[src/rtl/seven_seg_pkg.sv]
// Shared constants for the 7-segment scan driver: hex font, dark pattern and FSM states.
// Font entries are active-low, bit order g..a.
package seven_seg_pkg;

  localparam logic [6:0] SEG_OFF = 7'h7F;

  // Entry n is the glyph for nibble n.
  localparam logic [15:0][6:0] HEX_FONT = {
    7'h0E, 7'h06, 7'h21, 7'h46,   // F E d C
    7'h03, 7'h08, 7'h18, 7'h00,   // b A 9 8
    7'h78, 7'h02, 7'h12, 7'h19,   // 7 6 5 4
    7'h30, 7'h24, 7'h79, 7'h40    // 3 2 1 0
  };

  typedef enum logic {
    S_GAP = 1'b0,
    S_ON  = 1'b1
  } state_e;

endpackage

[src/rtl/hex_to_7seg.sv]
// Combinational nibble -> active-low segment lookup using the shared hex font.
module hex_to_7seg
  import seven_seg_pkg::*;
(
  input  logic [3:0] nib,
  output logic [6:0] seg
);

  assign seg = HEX_FONT[nib];

endmodule

[src/rtl/seven_seg_scan_driver.sv]
// Time-multiplexed common-anode driver: shadow-latched value, one digit lit at a time
// with an all-dark gap between digits, leading-zero suppression and global blank.
module seven_seg_scan_driver
  import seven_seg_pkg::*;
#(
  parameter int DIGITS     = 4,
  parameter int ON_CYCLES  = 50000,
  parameter int GAP_CYCLES = 500
) (
  input  logic                  clk,
  input  logic                  reset,
  input  logic [4*DIGITS-1:0]   value,
  input  logic                  load,
  input  logic [DIGITS-1:0]     dp_in,
  input  logic                  blank,
  input  logic                  lz_en,
  output logic [6:0]            seg,
  output logic                  dp,
  output logic [DIGITS-1:0]     an
);

  localparam int MAXC = (ON_CYCLES > GAP_CYCLES) ? ON_CYCLES : GAP_CYCLES;
  localparam int PW   = $clog2(MAXC + 1);
  localparam int IW   = (DIGITS > 1) ? $clog2(DIGITS) : 1;

  logic [4*DIGITS-1:0] val_q;
  logic [DIGITS-1:0]   dp_q;
  state_e              state;
  logic [PW-1:0]       phase;
  logic [IW-1:0]       idx;

  logic [DIGITS-1:0]   sup;
  logic [3:0]          nib;
  logic                dp_sel, sup_sel, lit;
  logic [6:0]          font_seg;
  logic [DIGITS-1:0]   an_d;

  always_ff @(posedge clk or negedge reset) begin
    if (!reset) begin
      val_q <= '0;
      dp_q  <= '0;
    end else if (load) begin
      val_q <= value;
      dp_q  <= dp_in;
    end
  end

  always_ff @(posedge clk or negedge reset) begin
    if (!reset) begin
      state <= S_GAP;
      phase <= '0;
      idx   <= IW'(DIGITS - 1);
    end else begin
      case (state)
        S_GAP:
          if (phase == PW'(GAP_CYCLES - 1)) begin
            phase <= '0;
            state <= S_ON;
            idx   <= (idx == IW'(DIGITS - 1)) ? '0 : idx + 1'b1;
          end else begin
            phase <= phase + 1'b1;
          end
        S_ON:
          if (phase == PW'(ON_CYCLES - 1)) begin
            phase <= '0;
            state <= S_GAP;
          end else begin
            phase <= phase + 1'b1;
          end
        default: begin
          phase <= '0;
          state <= S_GAP;
        end
      endcase
    end
  end

  // Digit i is a leading zero when it and every more-significant nibble are 0;
  // digit 0 always shows so that a zero value still reads "0".
  assign sup[0] = 1'b0;
  for (genvar i = 1; i < DIGITS; i++) begin : g_sup
    assign sup[i] = lz_en & ~|val_q[4*DIGITS-1:4*i];
  end

  always_comb begin
    nib     = '0;
    dp_sel  = 1'b0;
    sup_sel = 1'b0;
    for (int i = 0; i < DIGITS; i++) begin
      if (idx == IW'(i)) begin
        nib     = val_q[4*i +: 4];
        dp_sel  = dp_q[i];
        sup_sel = sup[i];
      end
    end
  end

  hex_to_7seg u_font (
    .nib (nib),
    .seg (font_seg)
  );

  assign lit = (state == S_ON) && !blank && !sup_sel;

  for (genvar i = 0; i < DIGITS; i++) begin : g_an
    assign an_d[i] = !(lit && (idx == IW'(i)));
  end

  always_ff @(posedge clk or negedge reset) begin
    if (!reset) begin
      seg <= SEG_OFF;
      dp  <= 1'b1;
      an  <= '1;
    end else begin
      seg <= lit ? font_seg : SEG_OFF;
      dp  <= lit ? ~dp_sel : 1'b1;
      an  <= an_d;
    end
  end

endmodule

[config.mk]
export PLATFORM = sky130hd
export DESIGN_NAME = seven_seg_scan_driver
export DESIGN_NICKNAME = d
export VERILOG_FILES = /design/src/rtl/seven_seg_pkg.sv /design/src/rtl/hex_to_7seg.sv /design/src/rtl/seven_seg_scan_driver.sv
export SDC_FILE = /design/constraint.sdc
export NUM_CORES = 1
export LEC_CHECK = 0
export ABC_AREA = 0
export CAP_MARGIN = 5
export CORE_AREA = 8 8 90 92
export CTS_CLUSTER_SIZE = 20
export DETAILED_ROUTE_END_ITERATION = 6
export DIE_AREA = 0 0 98 100
export GPL_TIMING_DRIVEN = 0
export PLACE_DENSITY = 0.69
export SETUP_SLACK_MARGIN = 0.5
export SLEW_MARGIN = 40
export SYNTH_ARGS = -nofsm -noshare
export SYNTH_HDL_FRONTEND = slang
export SYNTH_SLANG_ARGS = --single-unit
[constraint.sdc]
create_clock -name clk -period 4.7 [get_ports clk]
set_input_delay 0.94 -clock clk [delete_from_list [all_inputs] [get_ports clk]]
set_output_delay 0.94 -clock clk [all_outputs]
set_load 0.01 [all_outputs]
==> out/qor.txt <==
Synth Area in Compound Gates -> 0.115
Synth Area in XOR/XNOR -> 0.0475
Final worst path period need -> 2.43 ns
Nets -> 310
Vias in the first global route -> 1844
Pwr dens -> 281 nW/µm²
#FFs+latches synth -> 51
CTS resizes -> 0
Measured slew at the worst slew-check pin -> 0.542 ns
Gr ovfl total -> 0
CTS clk-pin slew, worst paths -> 0.09 ns
I/O pins -> 37
Num rows -> 30
Post-Syn Instances -> 231
Period utilization -> 0.516
CTS Hold Bufs -> 0
Routed len/inst -> 14.7 µm
Largest net degree at the start of global routing -> 40
EDFF count, synth -> 0
Mux share of post-synthesis cell area -> 0.0775
CTS Buf Count -> 5
VDD IR-drop max -> 117 µV
Root Driver -> clkbuf_8
Chip width -> 98 µm
Max Buffers Root-to-Sink -> 2
Ys async rst share -> 1.00
Simple-Gate Fraction of Synth Area -> 0.159
Pre-Repair DR Iteration Count -> 4
WP data arrival -> 2.67 ns
Adder-Cell Fraction of Synth Area -> 0.0533
Final core utilization -> 0.477
Fin Setup TNS -> 0 ns
Initial antenna violation count -> 0
Area Overhead vs Synth -> 22.7%
Yosys warning total -> 0
Postcts setup bufs -> 0
Post-synthesis sequential area ratio -> 0.501
Worst Path Required -> 4.95 ns
Top_reg_cell synth -> dfrtp_1
Share of cells above drive strength 1 -> 0.211
Outcome -> complete, no violations
Detailed placement HPWL -> 3920 µm
I/O Buffers -> 35
Routed via count -> 1835
Clk sinks -> 51
Fin. max-slew vios -> 0
Antenna Violating Nets Remaining -> 0
Net count after synthesis -> 267
Hold WC Path Type -> in -> async
RSZ-0062 raised after global routing -> no
Fmax -> 412 MHz
First-pass GRT wire length -> 8940 µm
Lkg Pwr -> 1.35 nW
Top-area cell type share of the netlist area -> 0.359
Initial cell density of the core -> 0.389
Core Area -> 6640 µm²
Clk_lat worst skew -> 0.31 ns
Antenna Cells -> 0
TritonCTS clock tree -> yes
Mapped Avg Cell Area -> 11.2 µm²
Setup CP Type -> reg -> reg
Library cells used by synthesis -> 46
CP max FO -> 10
Placer Congestion -> 0.843
Max-Cap Viols -> 0
Final hold slack -> 0.464 ns
Synth top area cells -> dfrtp_1, dfstp_2, mux2_2, ha_1, xor2_1
Largest family of logic cells by synthesized area -> simple AND/OR/NAND/NOR gates
DRC errors left -> 0
Iter 0 DRT Violations -> 54
Worst rel slew slack -> 0.638
CP Capture Type -> flop
CP startpoint kind -> flop
Die height -> 100 µm
WL final -> 5200 µm
Routed vias/inst -> 5.17
Largest area contributor in the netlist -> dfrtp_1
Final setup violation count -> 0
Clock skew -> 0.0113 ns
GRT Util Overall -> 0.113
Final Hold Fails -> 0
H-tree levels -> 2
Die ar. -> 9800 µm²
Post-Syn Area -> 2580 µm²
metal layers:
metal | wire (µm) | part of all wire | global-route usage
met2 | 2500 | 0.48 | 0.192
met3 | 291 | 0.056 | 0.0429
met4 | 65 | 0.012 | 0.0360
met1 | 2350 | 0.45 | 0.130
met5 | 0 | 0 | 0
registers in the layout, summed over array words and instances, names as in the netlist:
register	cells
seg	7
dp_q	4
state	1
dp	1
an	4
val_q	16
idx	2
phase	16
Yosys cell counts, drive strengths merged, types with 3 or more instances:
master  count
nor2       15
xor2       10
ha         11
dfrtp      37
a21oi       9
o221ai      4
xnor2       4
nand4       3
o21ai      13
inv        13
dfstp      14
nand3      10
buf         6
nand3b      3
nor4        5
nand2      23
mux2       16
clkbuf      3
and3        5
cells in the final DEF (no fill, tap or decap), types with 4 or more instances in the layout:
cell,count
and3_1,5
buf_6,4
nor2_1,15
xor2_1,10
a21oi_1,9
clkdlybuf4s50_1,34
nor4_1,4
o21ai_0,10
dfrtp_1,37
dfstp_2,14
nand3_1,10
clkbuf_8,6
inv_1,13
ha_1,11
mux2_2,16
xnor2_1,4
nand2_1,23
final timing paths:
check	start	to	slack [ns]	cells after the start
min in group clk	phase[0]	phase[0]	0.50	1
max in group asynchronous	reset	idx[0]	3.72	2
worst min register to register	phase[0]	phase[0]	0.50	1
worst max register to register	idx[1]	seg[3]	2.27	10
worst max-delay path	idx[1]	seg[3]	2.27	10
worst min-delay path	reset	val_q[15]	0.46	1
layout make-up:
type,count,area [µm²]
plain buffers,9,71.3
clock inverters,2,35.0
fillers,598,3480
repair buffers,36,368
clock buffers,6,82.6
flip-flops and latches,51,1290
well taps,80,100
inverters,13,48.8
multi-input cells,158,1170
power breakdown:
group	leakage [nW]	total (W)	internal [W]	switching (W)
clock network	0.0612	0.000316	0.000172	0.000143
logic	0.680	0.000108	0.0000549	0.0000529
registers	0.606	0.000468	0.000456	0.0000116
total	1.35	0.000891	0.000683	0.000208
critical path, cell delays in order, from the launching register on:
cell and delay [ns]:
dfstp_2 0.55, inv_1 0.07, ha_1 0.23, buf_6 0.15, o21ai_0 0.25, a22o_1 0.26, inv_1 0.10, ha_1 0.37
mux2i_1 0.20, nor2_1 0.06, o21ai_1 0.12
cell families (layout without fill, tap and decap cells):
group	count (synthesis)	after routing
multiplexers	18	18
flip-flops	51	51
buffers and inverters	22	66
AND/OR/NAND/NOR	76	76
XOR/XNOR	14	14
adder cells (fa/ha/maj)	11	11
AO/OA/AOI/OAI	39	39
stage by stage:
step | setup WS [ns] | total power, W | cells | instance area [µm²]
detailed placement | 2.27 | 0.000584 | 347 | 3050
global placement | 1.22 | 0.000578 | 346 | 3030
global route | 2.03 | 0.000936 | 355 | 3170
CTS | 2.26 | 0.000903 | 355 | 3170
floorplan | 2.59 | 0.000536 | 231 | 2580
finish | 2.27 | 0.000891 | 355 | 3170
Power figures use the tool's default switching activity.
==> patch (same settings) <==
Register the inputs `value`, `load`, `dp_in`, `blank` and `lz_en` before use. The logic sees them one clock later.
--- a/src/rtl/seven_seg_scan_driver.sv
+++ b/src/rtl/seven_seg_scan_driver.sv
@@ -25,2 +25,16 @@
 
+  logic [4*DIGITS-1:0] value_q;
+  logic load_q;
+  logic [DIGITS-1:0] dp_r;
+  logic blank_q;
+  logic lz_en_q;
+
+  always_ff @(posedge clk) begin
+    value_q <= value;
+    load_q  <= load;
+    dp_r    <= dp_in;
+    blank_q <= blank;
+    lz_en_q <= lz_en;
+  end
+
   logic [4*DIGITS-1:0] val_q;
@@ -41,5 +55,5 @@
       dp_q  <= '0;
-    end else if (load) begin
-      val_q <= value;
-      dp_q  <= dp_in;
+    end else if (load_q) begin
+      val_q <= value_q;
+      dp_q  <= dp_r;
     end
@@ -81,3 +95,3 @@
   for (genvar i = 1; i < DIGITS; i++) begin : g_sup
-    assign sup[i] = lz_en & ~|val_q[4*DIGITS-1:4*i];
+    assign sup[i] = lz_en_q & ~|val_q[4*DIGITS-1:4*i];
   end
@@ -102,3 +116,3 @@
 
-  assign lit = (state == S_ON) && !blank && !sup_sel;
+  assign lit = (state == S_ON) && !blank_q && !sup_sel;
 
Check against the original RTL: same outputs for any inputs over 10 cycles, from zero or initial values and one cycle with reset low; that may be too few to reach the edited logic, so the function may still have changed.
==> patch against the original RTL <==
  * Synthesized area up 17%
  * Sequential cell count up 23
  * Highest routed layer unchanged
  * Via count up 4.7%
  * Die area unchanged
  * Critical endpoint unchanged
  * Critical path depth unchanged
  * Wire length down 0.40%
  * Design area up 17%
  * Worst setup slack worse by 0.14 ns
  * Power up 38%
==> patch: results <==
{
  "max_slew_margin": 0.621,
  "layout.nets": 338,
  "insertion_delay_ns": 0.34,
  "fin_cells": 387,
  "wl_met2_mm": 2.36,
  "cts_buffers": 9,
  "met1_usage": 0.143,
  "fillers": 573,
  "synth-async-reset-ratio": 0.689,
  "placed_area_mm2": 0.00350,
  "numPortBuffers": 36,
  "synth_seq_area_share": 0.580,
  "reg_top3": "phase x16, val_q x16, value_q x16",
  "r2r_slack_ns": 2.14,
  "cts_max_level": 3,
  "met2_usage": 0.181,
  "layout-drive-gt1-share": 0.218,
  "syn_inst": 254,
  "hold_path.class": "reg -> reg",
  "synth.area.top_cells": "dfrtp_1 (31%), dfxtp_1 (15%), dfstp_2 (12%), mux2_2 (6.7%), ha_1 (4.5%)",
  "dp.cells": 371,
  "met3_length_um": 238,
  "place.gp.congestion": 0.824,
  "syn_nets": 290,
  "outcome": "finished, final reports clean",
  "grt_max_degree": 28,
  "p_int_uw": 942,
  "grtUsageTotal": 0.118,
  "antenna_found_initial": 0,
  "wl_met1_mm": 2.49,
  "viasPerCell": 4.96,
  "totalWireLength_mm": 5.18,
  "vdd_drop_max_mv": 0.243,
  "grt_pass1_vias": 2019
}
==> patch: critical path, delay by kind of cell (launching register included) <==
family,cells,cell delay [ns]
mux,1,0.35
simple gates,1,0.12
flops,1,0.55
fa+ha+maj,2,0.60
compound gates,3,0.57
buf+inv,3,0.30
==> patch: logic make-up after synthesis <==
group,synth area share
AO/OA/AOI/OAI,0.0839
XOR/XNOR,0.0405
adder cells (fa/ha/maj),0.0455
buffers and inverters,0.0393
flip-flops,0.580
multiplexers,0.0802
AND/OR/NAND/NOR,0.131
==> patch: power groups by stage <==
stage	logic [mW]	clock network, mW	registers [mW]
finish	0.109	0.449	0.676
global route	0.122	0.500	0.679
CTS	0.111	0.463	0.676
detailed placement	0.110	0	0.689
global placement	0.105	0	0.688
floorplan	0.0682	0	0.683
==> patch: layout make-up <==
type / instances / area (um^2) / area share
clock inverters: 6 / 40.0 / 0.0108
plain buffers: 10 / 70.1 / 0.0190
repair buffers: 37 / 378 / 0.102
inverters: 13 / 48.8 / 0.0132
clock buffers: 10 / 149 / 0.0403
multi-input cells: 157 / 1150 / 0.312
flip-flops and latches: 74 / 1750 / 0.475
well taps: 80 / 100 / 0.0271
==> patch: how the worst max path moves through the flow <==
stage,startpoint,to,slack [ns],cells past startpoint
finish,idx[1],seg[3],2.14,10
global route,idx[0],seg[3],2.01,10
CTS,idx[1],seg[3],2.12,10
detailed placement,idx[1],seg[3],2.15,10
global placement,reset,val_q[11],1.23,1
floorplan,idx[0],seg[3],2.37,10
==> patch: metrics by stage <==
step	power, mW	hold slack [ns]	util	worst slack, ns
final	1.23	0.449	0.556	2.14
after floorplan	0.751	0.410	-	2.37
after global placement	0.793	0.435	0.525	1.23
after detailed placement	0.799	0.436	0.527	2.15
after CTS	1.25	0.453	0.556	2.12
after global routing	1.30	0.477	0.556	2.01
